$ cat src/rtl/online_test_sequencer_if.sv
// Operator-side bus: the sequencer (master) drives digits and control into the
// online operator under test (slave) and receives its output digit stream.
interface online_test_sequencer_if #(
  parameter int DIGIT_W = 3
);
  logic               op_reset;
  logic               op_en;
  logic [DIGIT_W-1:0] xi;
  logic [DIGIT_W-1:0] yi;
  logic [DIGIT_W-1:0] zi;

  modport master (output op_reset, op_en, xi, yi, input zi);
  modport slave  (input op_reset, op_en, xi, yi, output zi);
endinterface

$ cat src/rtl/online_test_sequencer.sv
// Online-operator test sequencer: feeds latched operand digits MSD-first, captures and checks the result.
// Optional run/fail counters are built when ONLINE_TEST_SEQUENCER_ERR_COUNT_EN is defined.
module online_test_sequencer #(
  parameter int N_DIGITS = 6,
  parameter int DIGIT_W  = 3,
  parameter int DELAY    = 2,
  parameter int IDX_W    = 4
) (
  input  logic                            clk,
  input  logic                            rst_n,
  input  logic                            start,
  input  logic                            abort,
  input  logic [N_DIGITS*DIGIT_W-1:0]     x_vec,
  input  logic [N_DIGITS*DIGIT_W-1:0]     y_vec,
  input  logic [(N_DIGITS+1)*DIGIT_W-1:0] exp_vec,
  online_test_sequencer_if.master         op,
  output logic [(N_DIGITS+1)*DIGIT_W-1:0] result,
  output logic                            busy,
  output logic                            done,
  output logic                            pass,
  output logic [IDX_W-1:0]                first_err,
  output logic [15:0]                     run_count,
  output logic [15:0]                     fail_count
);

  localparam int VW = N_DIGITS * DIGIT_W;
  localparam int RW = VW + DIGIT_W;
  localparam logic [IDX_W-1:0] LAST_T = IDX_W'(N_DIGITS + DELAY - 1);
  localparam logic [IDX_W-1:0] CAP_T  = IDX_W'(DELAY - 1);

  typedef enum logic [2:0] {
    S_IDLE  = 3'd0,
    S_CLEAR = 3'd1,
    S_RUN   = 3'd2,
    S_CHECK = 3'd3,
    S_DONE  = 3'd4
  } state_e;

  state_e             state_q, state_d;
  logic [IDX_W-1:0]   t_q, t_d;
  logic [VW-1:0]      x_q, x_d;
  logic [VW-1:0]      y_q, y_d;
  logic [RW-1:0]      exp_q, exp_d;
  logic [RW-1:0]      result_q, result_d;
  logic               op_reset_q, op_reset_d;
  logic               op_en_q, op_en_d;
  logic [DIGIT_W-1:0] xi_q, xi_d;
  logic [DIGIT_W-1:0] yi_q, yi_d;
  logic               busy_q, busy_d;
  logic               done_q, done_d;
  logic               pass_q, pass_d;
  logic [IDX_W-1:0]   first_err_q, first_err_d;
  logic [IDX_W-1:0]   t_nxt;
  logic [IDX_W-1:0]   cap_idx;
  logic               cmp_pass;
  logic [IDX_W-1:0]   cmp_err;
`ifdef ONLINE_TEST_SEQUENCER_ERR_COUNT_EN
  logic [15:0]        run_cnt_q, run_cnt_d;
  logic [15:0]        fail_cnt_q, fail_cnt_d;
`endif

  // Digit k of an operand, MSD = 0; indices past the last digit shift out to zero.
  function automatic logic [DIGIT_W-1:0] op_digit(input logic [VW-1:0] v, input logic [IDX_W-1:0] k);
    logic [VW-1:0] s;
    s = v << (int'(k) * DIGIT_W);
    return s[VW-1 -: DIGIT_W];
  endfunction

  // Bitwise digit comparison; scanning from LSD upward leaves the lowest MSD-first index.
  always_comb begin
    cmp_pass = 1'b1;
    cmp_err  = '1;
    for (int k = N_DIGITS; k >= 0; k--) begin
      cmp_err  = (result_q[(N_DIGITS-k)*DIGIT_W +: DIGIT_W] != exp_q[(N_DIGITS-k)*DIGIT_W +: DIGIT_W])
                 ? IDX_W'(k) : cmp_err;
      cmp_pass = cmp_pass & (result_q[(N_DIGITS-k)*DIGIT_W +: DIGIT_W] == exp_q[(N_DIGITS-k)*DIGIT_W +: DIGIT_W]);
    end
  end

  // Next-state, datapath and next-output computation.
  always_comb begin
    state_d     = state_q;
    t_d         = t_q;
    x_d         = x_q;
    y_d         = y_q;
    exp_d       = exp_q;
    result_d    = result_q;
    op_reset_d  = 1'b0;
    op_en_d     = 1'b0;
    xi_d        = '0;
    yi_d        = '0;
    busy_d      = 1'b0;
    done_d      = 1'b0;
    pass_d      = pass_q;
    first_err_d = first_err_q;
    t_nxt       = t_q + IDX_W'(1);
    cap_idx     = t_q - CAP_T;
`ifdef ONLINE_TEST_SEQUENCER_ERR_COUNT_EN
    run_cnt_d   = run_cnt_q;
    fail_cnt_d  = fail_cnt_q;
`endif
    case (state_q)
      S_IDLE: begin
        if (start && !abort) begin
          state_d    = S_CLEAR;
          x_d        = x_vec;
          y_d        = y_vec;
          exp_d      = exp_vec;
          result_d   = '0;
          t_d        = '0;
          op_reset_d = 1'b1;
          busy_d     = 1'b1;
        end else begin
          state_d = S_IDLE;
        end
      end
      S_CLEAR: begin
        if (abort) begin
          state_d = S_IDLE;
        end else begin
          state_d = S_RUN;
          op_en_d = 1'b1;
          xi_d    = op_digit(x_q, '0);
          yi_d    = op_digit(y_q, '0);
          busy_d  = 1'b1;
        end
      end
      S_RUN: begin
        // The first DELAY-1 output digits are operator warm-up and are not captured.
        for (int k = 0; k <= N_DIGITS; k++) begin
          result_d[(N_DIGITS-k)*DIGIT_W +: DIGIT_W] =
            ((t_q >= CAP_T) && (cap_idx == IDX_W'(k))) ? op.zi
                                                       : result_q[(N_DIGITS-k)*DIGIT_W +: DIGIT_W];
        end
        if (abort) begin
          state_d = S_IDLE;
        end else if (t_q == LAST_T) begin
          state_d = S_CHECK;
          busy_d  = 1'b1;
        end else begin
          t_d     = t_nxt;
          op_en_d = 1'b1;
          xi_d    = op_digit(x_q, t_nxt);
          yi_d    = op_digit(y_q, t_nxt);
          busy_d  = 1'b1;
        end
      end
      S_CHECK: begin
        if (abort) begin
          state_d = S_IDLE;
        end else begin
          state_d     = S_DONE;
          busy_d      = 1'b1;
          done_d      = 1'b1;
          pass_d      = cmp_pass;
          first_err_d = cmp_err;
`ifdef ONLINE_TEST_SEQUENCER_ERR_COUNT_EN
          run_cnt_d   = (run_cnt_q == 16'hFFFF) ? run_cnt_q : run_cnt_q + 16'd1;
          fail_cnt_d  = (cmp_pass || (fail_cnt_q == 16'hFFFF)) ? fail_cnt_q : fail_cnt_q + 16'd1;
`endif
        end
      end
      S_DONE: begin
        state_d = S_IDLE;
      end
      default: begin
        state_d = S_IDLE;
      end
    endcase
  end

  // State, datapath and registered outputs.
  always_ff @(posedge clk or negedge rst_n) begin
    if (!rst_n) begin
      state_q     <= S_IDLE;
      t_q         <= '0;
      x_q         <= '0;
      y_q         <= '0;
      exp_q       <= '0;
      result_q    <= '0;
      op_reset_q  <= 1'b0;
      op_en_q     <= 1'b0;
      xi_q        <= '0;
      yi_q        <= '0;
      busy_q      <= 1'b0;
      done_q      <= 1'b0;
      pass_q      <= 1'b0;
      first_err_q <= '1;
`ifdef ONLINE_TEST_SEQUENCER_ERR_COUNT_EN
      run_cnt_q   <= 16'h0000;
      fail_cnt_q  <= 16'h0000;
`endif
    end else begin
      state_q     <= state_d;
      t_q         <= t_d;
      x_q         <= x_d;
      y_q         <= y_d;
      exp_q       <= exp_d;
      result_q    <= result_d;
      op_reset_q  <= op_reset_d;
      op_en_q     <= op_en_d;
      xi_q        <= xi_d;
      yi_q        <= yi_d;
      busy_q      <= busy_d;
      done_q      <= done_d;
      pass_q      <= pass_d;
      first_err_q <= first_err_d;
`ifdef ONLINE_TEST_SEQUENCER_ERR_COUNT_EN
      run_cnt_q   <= run_cnt_d;
      fail_cnt_q  <= fail_cnt_d;
`endif
    end
  end

  assign op.op_reset = op_reset_q;
  assign op.op_en    = op_en_q;
  assign op.xi       = xi_q;
  assign op.yi       = yi_q;
  assign result      = result_q;
  assign busy        = busy_q;
  assign done        = done_q;
  assign pass        = pass_q;
  assign first_err   = first_err_q;
`ifdef ONLINE_TEST_SEQUENCER_ERR_COUNT_EN
  assign run_count   = run_cnt_q;
  assign fail_count  = fail_cnt_q;
`else
  assign run_count   = 16'h0000;
  assign fail_count  = 16'h0000;
`endif

endmodule

$ cat src/flat_wrapper.sv
// flat-port wrapper written by rule: the top's interface ports become plain ports
module online_test_sequencer_flat 
#(
  parameter int N_DIGITS = 6,
  parameter int DIGIT_W  = 3,
  parameter int DELAY    = 2,
  parameter int IDX_W    = 4
)
  (clk, rst_n, start, abort, x_vec, y_vec, exp_vec, result, busy, done, pass, first_err, run_count, fail_count, op_op_reset, op_op_en, op_xi, op_yi, op_zi);
  online_test_sequencer_if #(.DIGIT_W(DIGIT_W)) op_i ();
  input  logic clk;
  input  logic rst_n;
  input  logic start;
  input  logic abort;
  input  logic [N_DIGITS*DIGIT_W-1:0] x_vec;
  input  logic [N_DIGITS*DIGIT_W-1:0] y_vec;
  input  logic [(N_DIGITS+1)*DIGIT_W-1:0] exp_vec;
  output logic [(N_DIGITS+1)*DIGIT_W-1:0] result;
  output logic busy;
  output logic done;
  output logic pass;
  output logic [IDX_W-1:0] first_err;
  output logic [15:0] run_count;
  output logic [15:0] fail_count;
  output wire logic [$bits(op_i.op_reset)-1:0] op_op_reset;
  output wire logic [$bits(op_i.op_en)-1:0] op_op_en;
  output wire logic [$bits(op_i.xi)-1:0] op_xi;
  output wire logic [$bits(op_i.yi)-1:0] op_yi;
  input wire logic [$bits(op_i.zi)-1:0] op_zi;
  assign op_op_reset = op_i.op_reset;
  assign op_op_en = op_i.op_en;
  assign op_xi = op_i.xi;
  assign op_yi = op_i.yi;
  assign op_i.zi = op_zi;
  online_test_sequencer #(.N_DIGITS(N_DIGITS), .DIGIT_W(DIGIT_W), .DELAY(DELAY), .IDX_W(IDX_W)) u_core (.clk(clk), .rst_n(rst_n), .start(start), .abort(abort), .x_vec(x_vec), .y_vec(y_vec), .exp_vec(exp_vec), .op(op_i), .result(result), .busy(busy), .done(done), .pass(pass), .first_err(first_err), .run_count(run_count), .fail_count(fail_count));
endmodule
$ cat config.mk
export PLATFORM = sky130hd
export DESIGN_NAME = online_test_sequencer_flat
export DESIGN_NICKNAME = d
export VERILOG_FILES = /design/src/rtl/online_test_sequencer_if.sv /design/src/rtl/online_test_sequencer.sv /design/src/flat_wrapper.sv
export SDC_FILE = /design/constraint.sdc
export NUM_CORES = 1
export LEC_CHECK = 0
export CAP_MARGIN = 30
export CORE_ASPECT_RATIO = 0.6
export CORE_MARGIN = 2
export CORE_UTILIZATION = 51
export DETAILED_ROUTE_END_ITERATION = 8
export HOLD_SLACK_MARGIN = 0.15
export PLACE_DENSITY = 0.92
export RECOVER_POWER = 50
export SYNTH_ARGS = -nofsm -noshare
export SYNTH_HDL_FRONTEND = slang
export SYNTH_SLANG_ARGS = --single-unit
$ cat constraint.sdc
create_clock -name clk -period 3.6 [get_ports clk]
set_input_delay 0.36 -clock clk [delete_from_list [all_inputs] [get_ports clk]]
set_output_delay 0.36 -clock clk [all_outputs]
set_load 0.02 [all_outputs]
==> results of run 1 <==
==> metrics by stage <==
stage | hold slack (ns) | instances | setup slack (ns) | total power, mW
after floorplan | 0.0644 | 586 | 0.497 | 2.88
after global placement | 0.443 | 773 | 0.487 | 3.29
after detailed placement | 0.470 | 773 | 0.276 | 3.39
after CTS | 0.480 | 790 | 0.234 | 4.38
after global routing | 0.507 | 790 | 0.0893 | 4.61
final | 0.477 | 790 | 0.267 | 4.37
==> worst max-delay path, cell delays in order, from the launching register on <==
cell and delay, ns:
dfrtp_1 0.48, buf_4 0.29, nand3_1 0.24, xnor2_4 0.35, ha_1 0.35, or4b_1 0.52
and3_4 0.18, xnor2_4 0.16, nor4_4 0.48, a22o_1 0.21
==> how the worst max path moves through the flow <==
stage,startpoint,to,slack (ns)
finish,u_core.t_q[0]$_DFFE_PN0P_,u_core.op.yi[0]$_DFF_PN0_,0.27
global placement,u_core.t_q[0]$_DFFE_PN0P_,u_core.op.xi[0]$_DFF_PN0_,0.49
CTS,u_core.t_q[0]$_DFFE_PN0P_,u_core.op.xi[2]$_DFF_PN0_,0.23
global route,u_core.t_q[0]$_DFFE_PN0P_,u_core.op.yi[0]$_DFF_PN0_,0.09
floorplan,u_core.t_q[0]$_DFFE_PN0P_,u_core.op.xi[2]$_DFF_PN0_,0.50
detailed placement,u_core.t_q[0]$_DFFE_PN0P_,u_core.op.xi[2]$_DFF_PN0_,0.28
==> power by group through the flow <==
stage               logic [mW]  clock network, mW  registers, mW
floorplan                 1.26                  0           1.62
global placement          1.67                  0           1.61
detailed placement        1.75                  0           1.64
CTS                       1.77              0.991           1.62
global route              1.92               1.03           1.65
finish                    1.78              0.973           1.63
==> flip-flops by register name, indices dropped and copies added (netlist names), 3 cells and up <==
| register | cells |
|---|---|
| u_core.op.yi | 3 |
| u_core.first_err | 4 |
| u_core.y_q | 18 |
| u_core.x_q | 18 |
| u_core.exp_q | 21 |
| u_core.result | 21 |
| u_core.op.xi | 3 |
| u_core.t_q | 4 |
| u_core.state_q | 3 |
==> cells by family (layout without fill, tap and decap cells) <==
logic type | count (synthesis) | count (layout)
compound gates | 37 | 37
xor+xnor | 29 | 29
fa+ha+maj | 11 | 11
buf+inv | 70 | 135
flops | 100 | 100
mux | 65 | 65
other cells | 1 | 32
simple gates | 242 | 242
==> cells in the final DEF, fill, tap and decap left out, types with 5 or more instances in the layout <==
cell type        synthesis  routed
buf_4                   33       5
clkbuf_16                0       9
clkdlybuf4s50_1          0      86
conb_1                   1      32
dfrtp_1                 96      96
dlygate4sd3_1            0      13
ha_1                    11      11
inv_1                   10      10
mux2_2                  23      23
mux2i_1                 18      18
mux4_2                  24      24
nand2_1                193     193
nand3_1                 10      10
nor2_1                  10      10
nor3_1                   6       6
o21ai_0                 14      14
xnor2_1                 20      19
xor2_1                   6       6
==> cell type report <==
cell class | instances | area [um^2]
tap | 139 | 174
clock inverter | 7 | 76.3
timing repair buffer | 108 | 1060
fill | 775 | 3710
sequential | 100 | 2510
clock buffer | 9 | 225
multi-input combinational | 416 | 2830
inverter | 11 | 43.8
==> layer usage <==
| layer | up-vias | GRT usage | part of all wire |
|---|---|---|---|
| met2 | 206 | 0.371 | 0.47 |
| met3 | 21 | 0.0435 | 0.066 |
| li1 | 1990 | - | - |
| met1 | 2125 | 0.343 | 0.45 |
| met4 | 0 | 0.0643 | 0.013 |
| met5 | - | 0 | 0 |
==> what timing repair did <==
item / 4_1_cts / 5_1_grt
hold buffers: 1 / 0
gates resized for setup: 0 / 1
setup endpoints to repair: 0 / 1
buffers inserted: 0 / 0
endpoints found under the hold margin: 59 / 0
==> parameters.txt, run 1 <==
Parameter                              Value

Pwr
  Switching power ... 1.62 mW
  Switching part of the total power ... 0.370
  Power share of the sequential group ... 0.372
  Power density over the cells ... 632 nW/um^2
  Peak supply drop ... 0.000335 V
  Internal Dissipation ... 2.76 mW
  Relative contribution of the clock network to total power ... 0.222
  Share of total power in combinational logic ... 0.406
  Static leakage ... 3.30 nW

Global route
  Pin count of the biggest net entering global routing ... 66
  Gr ovfl total ... 0
  Initial antenna violation count ... 0
  Via count of the first global-routing pass ... 4405
  Total routing usage reported by global routing ... 0.236
  First-pass GRT wire length ... 22.4 mm

Synth
  Portion of synthesized cell area occupied by the leading cell type ... 0.428
  Warnings from Yosys ... 0
  Number of flops mapped to enable cells by yosys ... 0
  Largest family of logic cells by synthesized area ... simple AND/OR/NAND/NOR gates
  Avg Cell Area, Syn ... 10.1 um^2
  Post-synth cell types ... 46
  Simple-gate share of the synthesized area ... 0.183
  Post-Syn Area ... 5610 um^2
  Synthesis-stage register bit count ... 100
  Synth area leader ... dfrtp_1
  Mux cell area share after synthesis ... 0.175
  Post-Synth Adder-Cell Area ... 0.0245
  Leading post-synthesis cells by instance count ... nand2_1, dfrtp_1, buf_4
  Async SR Flop Fraction ... 1.00
  Gate Count Post-Synth ... 555
  Area fraction in compound gates after synthesis ... 0.0441
  Leading register cell type out of synthesis ... dfrtp_1
  Top cells by area, synth ... dfrtp_1, nand2_1, mux4_2
  Most instantiated library cell after synthesis ... nand2_1
  Xor/xnor cell area share of the yosys netlist ... 0.0553
  Proportion of synthesized chip area in sequential cells ... 0.447

Cells and area
  Inserted Diodes ... 0
  Synth-to-Final Area Change ... 23.3%
  Final cell area excluding filler cells ... 6920 um^2
  NumNets Final ... 721
  Proportion of layout cells with a drive suffix above 1 ... 0.135
  Share of the core filled with cells in the final layout ... 0.651

Route
  Number of antenna-violating nets in the routed design ... 0
  Detailed-route wire length ... 13.6 mm
  First-pass DRT Iterations ... 5
  WL/cell ... 17.3 um
  Number of vias after detailed routing ... 4342
  Via/cell ratio ... 5.50
  Number of design-rule violations left by the first detailed-router iteration ... 455
  DRC viols ... 0

Timing
  Period utilisation layout ... 0.926
  Setup Total Neg Slack ... 0 ns
  Setup repair after global routing missed its margin ... false
  Highest Clock Rate ... 300 MHz
  Clock period minus final worst setup slack ... 3.33 ns
  Final hold violations ... 0
  Final Slew Violations ... 66
  Actual slew at the worst max-slew pin ... 1.55 ns
  Tightest slew margin relative to the limit ... -0.0358
  Final number of setup-violating endpoints ... 0
  Clk_skew ... 0.00764 ns

Clock tree
  Maximum clock path buffer count ... 2
  Clock Root Buffer ... clkbuf_16
  Worst-skew pair later-pin latency ... 0.35 ns
  CTS Sinks ... 100
  Clock transition at the register clock pins on the worst setup and hold paths after CTS ... 0.07 ns
  Clock tree from TritonCTS ... yes
  Total clock buffers created by CTS ... 9
  Number of H-tree levels ... 3

Critical path
  Crit start category ... flip-flop
  Worst Setup End Kind ... flip-flop
  Endpoint of the worst-slack reg-to-reg timing path ... u_core.op.yi[0]$_DFF_PN0_
  Reg2Reg Setup Slack ... 0.27 ns
  Origin of the critical flop-to-flop path ... u_core.t_q[0]$_DFFE_PN0P_
  Largest fanout on the critical path ... 16
  FF-to-FF path depth ... 9
  Crit path DAT ... 3.61 ns
  Required time of the critical path ... 3.88 ns
  Worst setup path class ... flip-flop to flip-flop

Floorplan
  Number of I/O pins ... 132
  Floorplan die width ... 139 um
  Die Ht ... 85.3 um
  Die area ... 11900 um^2
  FP Rows ... 29
  Core region area ... 10600 um^2
  Starting Density ... 0.528

Place
  Count of input and output buffers ... 99
  RePlAce Congestion ... 0.910
  Post-placement cell area ... 6610 um^2
  Total half-perimeter wirelength after legalization and detailed placement ... 10.0 mm

Job
  Count of max-cap constraint violations ... 1

Outcome
  Violated checks ... max-capacitance violations, max-slew violations
  Run status ... finished with violations

Hold path
  End point of the worst hold path ... u_core.first_err[3]$_DFFE_PN1P_
  Worst Hold Launch ... u_core.first_err[3]$_DFFE_PN1P_
  HP Class ... flip-flop to flip-flop
  Hold-critical path depth ... 2
Note: power is estimated with default switching activity, not from simulation.
==> run 2, diff against run 1 <==
CELL_PAD_IN_SITES_DETAIL_PLACEMENT = 2   (was unset)
CELL_PAD_IN_SITES_GLOBAL_PLACEMENT = 2   (was unset)
CORE_UTILIZATION = 23   (was 51)
PLACE_DENSITY = 0.73   (was 0.92)
==> parameters.txt, run 2 (same netlist as run 1, synthesis figures left out) <==
Parameter                              Value

Floorplan
  FP Rows ... 44
  Starting Density ... 0.233
  Number of I/O pins ... 132
  Die Ht ... 125 um
  Die area ... 25700 um^2
  Floorplan die width ... 206 um
  Core region area ... 24100 um^2

Timing
  Actual slew at the worst max-slew pin ... 1.45 ns
  Final number of setup-violating endpoints ... 0
  Post-route worst hold slack ... 0.467 ns
  Setup Total Neg Slack ... 0 ns
  Period utilisation layout ... 0.861
  Clock period minus final worst setup slack ... 3.10 ns
  Tightest slew margin relative to the limit ... 0.0305
  Highest Clock Rate ... 323 MHz
  Final hold violations ... 0
  Final Slew Violations ... 0
  Setup repair after global routing missed its margin ... false
  Crit path setup slack, layout ... 0.501 ns
  Clk_skew ... 0.00932 ns

Place
  RePlAce Congestion ... 0.778
  Worst setup slack after placement ... 0.548 ns
  Total half-perimeter wirelength after legalization and detailed placement ... 13.2 mm
  Count of input and output buffers ... 99
  Placed cell count ... 957

Global route
  Pin count of the biggest net entering global routing ... 60
  Met3 usage in global routing ... 0.0347
  Via count of the first global-routing pass ... 4649
  Global Route met2 Usage ... 0.198
  First-pass GRT wire length ... 27.5 mm
  Gr ovfl total ... 0
  Total routing usage reported by global routing ... 0.141
  GR Layer Usage met1 ... 0.217
  Initial antenna violation count ... 1
  Grt peak-use layer ... met1

Clock tree
  Total setup buffers inserted after CTS ... 0
  Clock tree from TritonCTS ... yes
  Total clock buffers created by CTS ... 9
  Maximum clock path buffer count ... 2
  Clock transition at the register clock pins on the worst setup and hold paths after CTS ... 0.08 ns
  Clock Root Buffer ... clkbuf_16
  CTS Sinks ... 100
  Worst-skew pair later-pin latency ... 0.36 ns
  Hold bufs inserted after CTS ... 1
  Number of H-tree levels ... 3
  Gates resized, CTS repair ... 0

Route
  Detailed-route wire length ... 17.4 mm
  Via/cell ratio ... 4.37
  Number of antenna-violating nets in the routed design ... 0
  First-pass DRT Iterations ... 4
  Number of design-rule violations left by the first detailed-router iteration ... 164
  WL/cell ... 17.8 um
  Number of vias after detailed routing ... 4258
  DRC viols ... 0

Outcome
  Run status ... complete, no violations

Critical path
  Worst setup path class ... flip-flop to flip-flop
  Worst Setup End Kind ... flip-flop
  Required time of the critical path ... 3.89 ns
  Largest fanout on the critical path ... 8
  Crit path DAT ... 3.39 ns
  Crit start category ... flip-flop

Hold path
  HP Class ... flip-flop to flip-flop

Cells and area
  Share of the core filled with cells in the final layout ... 0.296
  Commonest non-fill, non-tap cells in the layout ... nand2_1, dfrtp_1, clkdlybuf4s50_1
  Proportion of layout cells with a drive suffix above 1 ... 0.135
  Most common cell after layout, fill and taps aside ... nand2_1
  Synth-to-Final Area Change ... 26.9%
  NumNets Final ... 722
  Number of standard cells in the layout, taps in and fillers out ... 975

Pwr
  Power density over the cells ... 622 nW/um^2
  Static leakage ... 3.27 nW
  Peak supply drop ... 0.000293 V

Job
  Count of max-cap constraint violations ... 0
[run 2: final cells by class]
class / count / area [um^2]
Sequential cell: 100 / 2510
Clock buffer: 9 / 225
Tap cell: 322 / 403
Fill cell: 2643 / 16900
Antenna cell: 1 / 2.50
Inverter: 11 / 43.8
Multi-Input combinational cell: 416 / 2820
Clock inverter: 7 / 66.3
Timing Repair Buffer: 109 / 1050
[run 2: power by group]
| part | switching (mW) | internal [mW] | total [mW] |
|---|---|---|---|
| combinational | 0.913 | 0.888 | 1.80 |
| sequential | 0.277 | 1.37 | 1.64 |
| clock | 0.496 | 0.490 | 0.986 |
[run 2: metal layers]
layer / vias to the layer above / wire [um] / part of all wire
met5: - / 0 / 0
met4: 0 / 149 / 0.0086
met3: 12 / 870 / 0.050
met2: 67 / 7210 / 0.42
met1: 2189 / 9130 / 0.53
li1: 1990 / - / -
[run 2: critical path, stage by stage (launching register included)]
cell and delay, ns:
dfrtp_1 0.47, ha_1 0.34, xnor2_4 0.31, ha_1 0.35, or4b_1 0.52, and3_4 0.18, xnor2_4 0.15, nor4_4 0.48
a22o_1 0.22
[run 2: worst paths after layout]
| kind | startpoint | to | slack, ns | cells after the start |
|---|---|---|---|---|
| max | u_core.t_q[0]$_DFFE_PN0P_ | u_core.op.xi[0]$_DFF_PN0_ | 0.50 | 8 |
| min in group asynchronous | rst_n | u_core.y_q[2]$_DFFE_PN0P_ | 0.90 | 2 |
| max in group asynchronous | rst_n | u_core.exp_q[13]$_DFFE_PN0P_ | 1.11 | 3 |
| min reg2reg | u_core.first_err[3]$_DFFE_PN1P_ | u_core.first_err[3]$_DFFE_PN1P_ | 0.47 | 2 |
| max reg2reg | u_core.t_q[0]$_DFFE_PN0P_ | u_core.op.xi[0]$_DFF_PN0_ | 0.50 | 8 |
| min | u_core.first_err[3]$_DFFE_PN1P_ | u_core.first_err[3]$_DFFE_PN1P_ | 0.47 | 2 |
[run 2: through the flow]
stage,power (mW),cell area (um^2)
floorplan,2.88,5730
global placement,3.43,6830
detailed placement,3.50,6830
CTS,4.50,7130
global route,4.74,7120
finish,4.43,7120
==> run 3, diff against run 2 <==
PLACE_DENSITY = 0.67   (was 0.73)
==> parameters.txt, run 3 (same netlist as run 1, synthesis figures left out) <==
Parameter                              Value

Hold path
  Hold-critical path depth ... 2
  HP Class ... flip-flop to flip-flop

Cells and area
  Most common cell after layout, fill and taps aside ... nand2_1
  Commonest non-fill, non-tap cells in the layout ... nand2_1, dfrtp_1, clkdlybuf4s50_1
  Inserted Diodes ... 0
  Synth-to-Final Area Change ... 27.3%
  NumNets Final ... 721
  Proportion of layout cells with a drive suffix above 1 ... 0.134

Pwr
  Switching part of the total power ... 0.372
  Peak supply drop ... 0.000281 V
  Power density over the cells ... 613 nW/um^2
  Static leakage ... 3.27 nW
  Internal Dissipation ... 2.75 mW
  Overall power of the completed layout ... 4.38 mW
  Share of total power in combinational logic ... 0.411
  Power share of the sequential group ... 0.372
  Relative contribution of the clock network to total power ... 0.217
  Switching power ... 1.63 mW

Place
  RePlAce Congestion ... 0.779
  Count of input and output buffers ... 99
  Total half-perimeter wirelength after legalization and detailed placement ... 13.0 mm

Timing
  Actual slew at the worst max-slew pin ... 2.10 ns
  Final number of setup-violating endpoints ... 0
  Period utilisation layout ... 0.900
  Clock period minus final worst setup slack ... 3.24 ns
  Clk_skew ... 0.0149 ns
  Post-route worst hold slack ... 0.476 ns
  Final hold violations ... 0
  Setup repair after global routing missed its margin ... false
  Setup Total Neg Slack ... 0 ns
  Final Slew Violations ... 34
  Tightest slew margin relative to the limit ... -0.398
  Highest Clock Rate ... 308 MHz

Clock tree
  Clock transition at the register clock pins on the worst setup and hold paths after CTS ... 0.08 ns
  Hold bufs inserted after CTS ... 1
  Total clock buffers created by CTS ... 9
  Maximum clock path buffer count ... 2
  Worst-skew pair later-pin latency ... 0.36 ns
  Clock tree from TritonCTS ... yes
  Clock Root Buffer ... clkbuf_16
  Total setup buffers inserted after CTS ... 0
  CTS Sinks ... 100
  Gates resized, CTS repair ... 0
  Number of H-tree levels ... 3

Floorplan
  Floorplan die width ... 206 um
  Number of I/O pins ... 132
  Die area ... 25700 um^2
  FP Rows ... 44
  Die Ht ... 125 um
  Core region area ... 24100 um^2
  Starting Density ... 0.233

Critical path
  Crit path DAT ... 3.49 ns
  Largest fanout on the critical path ... 32
  FF-to-FF path depth ... 10
  Worst setup path class ... flip-flop to flip-flop
  Worst Setup End Kind ... flip-flop
  Required time of the critical path ... 3.85 ns
  Crit start category ... flip-flop

Global route
  Total routing usage reported by global routing ... 0.140
  Gr ovfl total ... 0
  Pin count of the biggest net entering global routing ... 60
  Via count of the first global-routing pass ... 4788
  Initial antenna violation count ... 0
  First-pass GRT wire length ... 27.6 mm

Route
  WL/cell ... 17.6 um
  Number of design-rule violations left by the first detailed-router iteration ... 177
  DRC viols ... 0
  Number of antenna-violating nets in the routed design ... 0
  First-pass DRT Iterations ... 4
  Detailed-route wire length ... 17.1 mm
  Number of vias after detailed routing ... 4223
  Via/cell ratio ... 4.34

Outcome
  Violated checks ... max-capacitance violations, max-slew violations
  Run status ... finished with violations

Job
  Count of max-cap constraint violations ... 1
run 3: path summary, 6_finish.rpt:
kind,from,end,slack [ns]
worst max register to register,u_core.t_q[0]$_DFFE_PN0P_,u_core.op.xi[0]$_DFF_PN0_,0.36
worst min register to register,u_core.first_err[1]$_DFFE_PN1P_,u_core.first_err[1]$_DFFE_PN1P_,0.48
worst min-delay path,u_core.first_err[1]$_DFFE_PN1P_,u_core.first_err[1]$_DFFE_PN1P_,0.48
worst max-delay path,u_core.t_q[0]$_DFFE_PN0P_,u_core.op.xi[0]$_DFF_PN0_,0.36
max in group asynchronous,rst_n,u_core.exp_q[7]$_DFFE_PN0P_,0.95
min in group asynchronous,rst_n,u_core.exp_q[9]$_DFFE_PN0P_,1.15
run 3: layout make-up:
cell class                      count  area, um^2
Timing Repair Buffer              108        1080
Clock inverter                      6        46.3
Inverter                           11        43.8
Multi-Input combinational cell    416        2820
Sequential cell                   100        2510
Clock buffer                       10         239
Tap cell                          322         403
Fill cell                        2604       16900
run 3: per-stage QoR:
stage	cells	area [um^2]	util	setup WS (ns)
after floorplan	586	5730	-	0.497
after global placement	954	6810	0.283	0.550
after detailed placement	956	6860	0.285	0.318
after CTS	973	7150	0.297	0.299
after global routing	973	7140	0.297	0.0937
final	973	7140	0.297	0.358
run 3: critical path, cell delays in order (launching register included):
cell,delay [ns]
dfrtp_1,0.38
buf_4,0.42
inv_1,0.22
ha_1,0.42
buf_4,0.44
a21oi_1,0.15
xnor2_1,0.16
buf_4,0.27
mux2i_1,0.29
mux2i_1,0.13
a22o_1,0.24
run 3: routing by layer:
metal	track usage	vias up	wire length [um]
met5	0	-	0
met4	0.0343	0	185
met3	0.0300	11	444
met2	0.218	49	7830
met1	0.198	2184	8610
li1	-	1979	-
run 3: power groups by stage:
stage	Sequential, mW	Clock [mW]	Combinational, mW
2_1_floorplan	1.62	0	1.26
3_3_place_gp	1.63	0	1.73
3_5_place_dp	1.65	0	1.83
4_1_cts	1.63	1.00	1.84
5_1_grt	1.67	1.04	1.98
6_report	1.63	0.953	1.80
==> patch 1, RTL diff (config.mk and constraints of run 3) <==
Register the output `result` once more, with the module's reset; this adds one clock of latency there. The other outputs are not delayed to match.
--- a/src/rtl/online_test_sequencer.sv
+++ b/src/rtl/online_test_sequencer.sv
@@ -217,5 +217,11 @@
   assign op.xi       = xi_q;
   assign op.yi       = yi_q;
-  assign result      = result_q;
+  always_ff @(posedge clk or negedge rst_n) begin
+    if (!rst_n) begin
+      result <= '0;
+    end else begin
+      result <= result_q;
+    end
+  end
   assign busy        = busy_q;
   assign done        = done_q;
Check against the original RTL: not equivalent (a bounded check fails within 10 cycles, from zero or initial values and one cycle with rst_n low).
==> patch 1 against run 3 <==
The flow still finishes with violations (max-capacitance violations, max-slew violations); sequential power up 18%; routed wire length fell by 2.9%; synthesized area up 8.2%; worst setup slack worse by 0.050 ns; sequential cell count up 21; cell area up 11%; total power grew 25%; sequential share of layout area up 3.0 points; hold slack worse by 0.055 ns; critical endpoint unchanged.
==> patch 1: results (changes against run 3) <==
| Metric | Value |
|---|---|
| CP delay by family, top | XOR/XNOR gates (was buffers and inverters) |
| Multi-In Gates | 302 (was 416) |
| Register area | 3030 um2 (was 2510 um2) |
| Vias | 3890 (was 4223) |
| WL met1 | 8.38 mm (was 8.61 mm) |
| Clock sinks | 121 (was 100) |
| Placer congestion estimate | 0.774 (was 0.779) |
| Arrival time worst endpoint | 3.59 ns (was 3.49 ns) |
| GRT Overall Usage | 12.6% (was 14.0%) |
| Reg2reg setup slack | 0.31 ns (was 0.36 ns) |
| Post-DP Area | 7340 um2 (was 6860 um2) |
| Clock latency on the worst-skew pair | 0.42 ns (was 0.36 ns) |
| Synth top cells by count | 117 x dfrtp_1, 84 x mux2_2, 32 x buf_4, 24 x mux4_2 (was 193 x nand2_1, 96 x dfrtp_1, 33 x buf_4, 24 x mux4_2, 23 x mux2_2) |
| Tap Count | 360 (was 322) |
| First-pass GRT wire length | 26.2 mm (was 27.6 mm) |
| Fillcell total | 2740 (was 2604) |
| Bufs w/o clock | 105 (was 108) |
| Slew HR | -14.4% (was -39.8%) |
| Largest cells by area after synthesis | dfrtp_1 48%, mux2_2 16%, mux4_2 8.9%, buf_4 4.0%, xnor2_1 2.9% (was dfrtp_1 43%, nand2_1 13%, mux4_2 9.6%, mux2_2 4.6%, buf_4 4.4%) |
| Pleak | 3.32 nW (was 3.27 nW) |
| Final count of hold timing violations | 0 (unchanged) |
| Hold path start | u_core.result_q[12] (was u_core.first_err[1]) |
| P_int | 0.00374 W (was 0.00275 W) |
| Clk_skew | 0.00925 ns (was 0.0149 ns) |
| CTS buffer count | 17 (was 9) |
| H-tree depth | 4 (was 3) |
| Netlist cell types | 48 (was 46) |
| Iter 0 DRT Violations | 128 (was 177) |
| Clock transition at path regs | 0.06 ns (was 0.08 ns) |
| Status | finished with violations (unchanged) |
| Sequential area share after synthesis | 49.9% (was 44.7%) |
| Number of clock buffers in the layout | 18 (was 10) |
| Wire length on met2 | 7.38 mm (was 7.83 mm) |
| Dominant class by area | sequential cells (was multi-input gates) |
| WL/cell | 17.8 um (was 17.6 um) |
| Slowest cell on crit path | xnor2_2 (was buf_4) |
| Final #Nets | 633 (was 721) |
| Max-slew violation count | 63 (was 34) |
| Met3 WL | 626 um (was 444 um) |
| Failing checks | max-capacitance violations, max-slew violations (unchanged) |
| Hold Crit Depth | 0 (was 2) |
| Commonest non-fill, non-tap cell in the layout | dfrtp_1 (was nand2_1) |
| Layout cells sized above 1 | 28.0% (was 13.4%) |
| Vias in the first global route | 4413 (was 4788) |
| Max-Cap Viols | 1 (unchanged) |
| WHS Endpoint | u_core.result[12] (was u_core.first_err[1]) |
## patch 1: changes by cell type in the layout (fill, tap and decap cells not counted), moves of 3 or more
cell	before	now
dfrtp_1	96	117
a32oi_1	0	4
clkinv_4	1	4
clkdlybuf4s50_1	88	98
mux2i_1	18	14
a21o_2	3	0
xnor2_4	3	0
o21ai_1	0	3
dlygate4sd3_1	11	1
a32o_1	4	0
bufinv_16	0	3
mux2_2	23	84
clkbuf_16	9	17
nand2_1	193	20
## patch 1: cell families (layout without fill, tap and decap cells)
group / Yosys count / count (layout) / synth area share [%]
other: 1 / 32 / 0.0617
buffers and inverters: 66 / 148 / 6.53
AO/OA/AOI/OAI: 38 / 38 / 4.04
multiplexers: 122 / 122 / 26.8
flip-flops: 121 / 121 / 49.9
AND/OR/NAND/NOR: 70 / 70 / 5.95
XOR/XNOR: 29 / 29 / 4.43
adder cells (fa/ha/maj): 11 / 11 / 2.27
## patch 1: power groups by stage
stage	Combinational (W)	Clock, W	Sequential [W]
2_1_floorplan	0.00127	0	0.00192
5_1_grt	0.00194	0.00190	0.00198
3_3_place_gp	0.00173	0	0.00194
3_5_place_dp	0.00178	0	0.00196
4_1_cts	0.00180	0.00184	0.00194
6_report	0.00178	0.00178	0.00193
## patch 1: layer usage
metal | global-route usage (%) | vias to the layer above
li1 | - | 1783
met1 | 18.3 | 2033
met2 | 18.5 | 61
met3 | 3.37 | 13
met4 | 3.55 | 0
met5 | 0 | -
## patch 1: per-stage QoR
step                      std cells  setup WS (ns)
after floorplan                 489          0.344
after global placement          898          0.539
after detailed placement        898          0.325
after CTS                       931          0.267
after global routing            931          0.116
final                           931          0.308
## patch 1: what timing repair did
| item | 4_1_cts | 5_1_grt |
|---|---|---|
| hold buffers | 1 | 0 |
| gates resized for setup | 0 | 0 |
| hold endpoints to repair | 62 | 0 |
==> patch 2, RTL diff (config.mk and constraints of run 3) <==
Without the edit above. `N_DIGITS` is set to 6 in 2 places; all go to 7.
--- a/src/rtl/online_test_sequencer.sv
+++ b/src/rtl/online_test_sequencer.sv
@@ -2,5 +2,5 @@
 // Optional run/fail counters are built when ONLINE_TEST_SEQUENCER_ERR_COUNT_EN is defined.
 module online_test_sequencer #(
-  parameter int N_DIGITS = 6,
+  parameter int N_DIGITS = 7,
   parameter int DIGIT_W  = 3,
   parameter int DELAY    = 2,
--- a/src/flat_wrapper.sv
+++ b/src/flat_wrapper.sv
@@ -2,5 +2,5 @@
 module online_test_sequencer_flat 
 #(
-  parameter int N_DIGITS = 6,
+  parameter int N_DIGITS = 7,
   parameter int DIGIT_W  = 3,
   parameter int DELAY    = 2,
Interface: changed (resized exp_vec, result, x_vec and y_vec); port bits go from 132 to 144. No check against the original RTL was run, so the function may have changed too.
==> patch 2 against run 3 <==
Core utilization increased by 0.20 points; sequential cell count increased by 12; sequential share of layout area increased by 0.38 points; cell count increased by 14%; routed wire length increased by 13%; worst setup slack improved by 0.031 ns; non-clock buffer count increased by 13; synthesized area increased by 10%; die area increased by 10%; clock skew decreased by 0.0033 ns; cell area increased by 11%; total power decreased by 1.9%; critical path type unchanged; largest power group is now registers.
==> patch 2: results (changes against run 3) <==
| Metric | Value |
|---|---|
| Status | completed (was finished with violations) |
| GRT Overall Usage | 14.5% (was 14.0%) |
| Detail Placement HPWL | 14.9 mm (was 13.0 mm) |
| Pin count of the biggest net entering global routing | 63 (was 60) |
| Mapped Cells | 645 (was 555) |
| Ys Warns | 0 (unchanged) |
| H-tree depth | 3 (unchanged) |
| Vias in the first global route | 5216 (was 4788) |
| Cell depth of the worst flop-to-flop path | 8 (was 10) |
| Setup WS post-layout | 0.389 ns (was 0.358 ns) |
| Type of the most critical hold path | reg2reg (unchanged) |
| Port buffer count | 111 (was 99) |
| First-pass GRT wire length | 31.3 mm (was 27.6 mm) |
| Layout cells sized above 1 | 12.1% (was 13.4%) |
| Clock latency on the worst-skew pair | 0.39 ns (was 0.36 ns) |
| VDD IR max | 0.300 mV (was 0.281 mV) |
| Ys async rst share | 100% (unchanged) |
| Crit path to | u_core.op.xi[2] (was u_core.op.xi[0]) |
| Placer congestion estimate | 0.745 (was 0.779) |
| Clk_skew | 0.0116 ns (was 0.0149 ns) |
| Sequential area share after synthesis | 45.3% (was 44.7%) |
| Arrival time worst endpoint | 3.51 ns (was 3.49 ns) |
| Pre-CTS WS | 0.351 ns (was 0.318 ns) |
| Placed Cells | 1094 (was 956) |
| Antenna violations before repair | 0 (unchanged) |
| Netlist cell types | 46 (unchanged) |
| Clock transition at path regs | 0.08 ns (about the same) |
| Clock Tree Buf Depth | 2 (unchanged) |
| Worst reg2reg startpoint | u_core.t_q[0] (unchanged) |
| CTS buffer count | 9 (unchanged) |
| Crit path kind | reg2reg (unchanged) |
| WL/cell | 17.4 um (was 17.6 um) |
| Pleak | 3.60 nW (was 3.27 nW) |
| Post-CTS Setup Inserts | 0 (unchanged) |
| Final #Nets | 830 (was 721) |
| CTS Root Cell | clkbuf_16 (unchanged) |
| Largest cells by area after synthesis | dfrtp_1 44%, nand2_1 14%, mux4_2 9.4%, mux2_2 4.7%, buf_4 4.0% (was dfrtp_1 43%, nand2_1 13%, mux4_2 9.6%, mux2_2 4.6%, buf_4 4.4%) |
| Synth top cells by count | 236 x nand2_1, 108 x dfrtp_1, 33 x buf_4, 26 x mux2_2, 26 x mux4_2 (was 193 x nand2_1, 96 x dfrtp_1, 33 x buf_4, 24 x mux4_2, 23 x mux2_2) |
| Vias | 4815 (was 4223) |
| Post-DP Area | 7610 um2 (was 6860 um2) |
| Iter 0 DRT Violations | 224 (was 177) |
| Slew HR | 3.07% (was -39.8%) |
| Worst-path fanout max | 36 (was 32) |
| Main synth FF type | dfrtp_1 (unchanged) |
| Post-Layout Cell Count | 1111 (was 973) |
| TritonRoute pass-1 iters | 4 (unchanged) |
| ANT cells | 0 (unchanged) |
==> patch 2: cell types whose count changed in the layout (fill, tap and decap cells not counted), moves of 5 or more <==
cell,delta
inv_1,+6
dfrtp_1,+12
nor2_1,+10
clkdlybuf4s50_1,+15
o211ai_1,+7
nand2_1,+42
a21oi_1,+5
==> patch 2: report_power, final <==
group	switching, W	internal, W
sequential	0.000227	0.00147
combinational	0.000785	0.000712
clock	0.000519	0.000583
total	0.00153	0.00277
==> patch 2: worst min-delay path by stage <==
stage	startpoint	end	slack (ns)	cells after the start
after global placement	u_core.first_err[3]	u_core.first_err[3]	0.45	2
final	u_core.first_err[3]	u_core.first_err[3]	0.46	2
after floorplan	rst_n	u_core.busy	0.06	0
after detailed placement	u_core.first_err[3]	u_core.first_err[3]	0.45	2
after CTS	u_core.first_err[3]	u_core.first_err[3]	0.47	2
after global routing	u_core.first_err[3]	u_core.first_err[3]	0.49	2
==> patch 2: per-stage QoR <==
| stage | hold slack, ns | utilization (%) |
|---|---|---|
| detailed placement | 0.455 | 28.7 |
| floorplan | 0.0644 | - |
| finish | 0.460 | 29.9 |
| CTS | 0.466 | 30.0 |
| global route | 0.491 | 29.9 |
| global placement | 0.447 | 28.7 |
==> patch 2: layer usage <==
| layer | wire [um] | vias up | GRT usage, % |
|---|---|---|---|
| met3 | 968 | 12 | 4.54 |
| met2 | 8330 | 74 | 20.4 |
| met1 | 9880 | 2454 | 21.8 |
| li1 | - | 2275 | - |
| met4 | 159 | 0 | 2.40 |
| met5 | 0 | - | 0 |
==> patch 2: logic make-up (layout without fill, tap and decap cells) <==
kind of cell	count (synthesis)	after routing	share of synthesized area, %
xor gates and xnor gates	31	31	4.74
other	1	32	0.0605
adders and majority gates	11	11	2.22
and+or+nand+nor	297	297	19.5
DFF	112	112	45.3
muxes	67	67	16.6
buffers and inverters	80	155	6.98
AOI/OAI and AO/OA	46	46	4.66
==> patch 2: timing repair <==
action,in CTS,in global routing
resized for setup,0,0
endpoints found under the hold margin,49,0
hold buffers,1,0
==> patch 2: critical path, stage by stage, from the launching register on <==
cell,delay [ns]
dfrtp_1,0.50
inv_1,0.15
ha_1,0.34
buf_4,0.46
a21oi_2,0.19
xnor2_2,0.79
mux2i_1,0.20
mux2_2,0.31
o211ai_1,0.17
==> patch 2: area by class of cell <==
class                   count  area [um2]
inverters                  18        68.8
multi-input cells         484        3080
flip-flops and latches    112        2810
fillers                  2988       18600
repair buffers            121        1190
clock buffers              11         253
clock inverters             5        62.6
well taps                 360         450
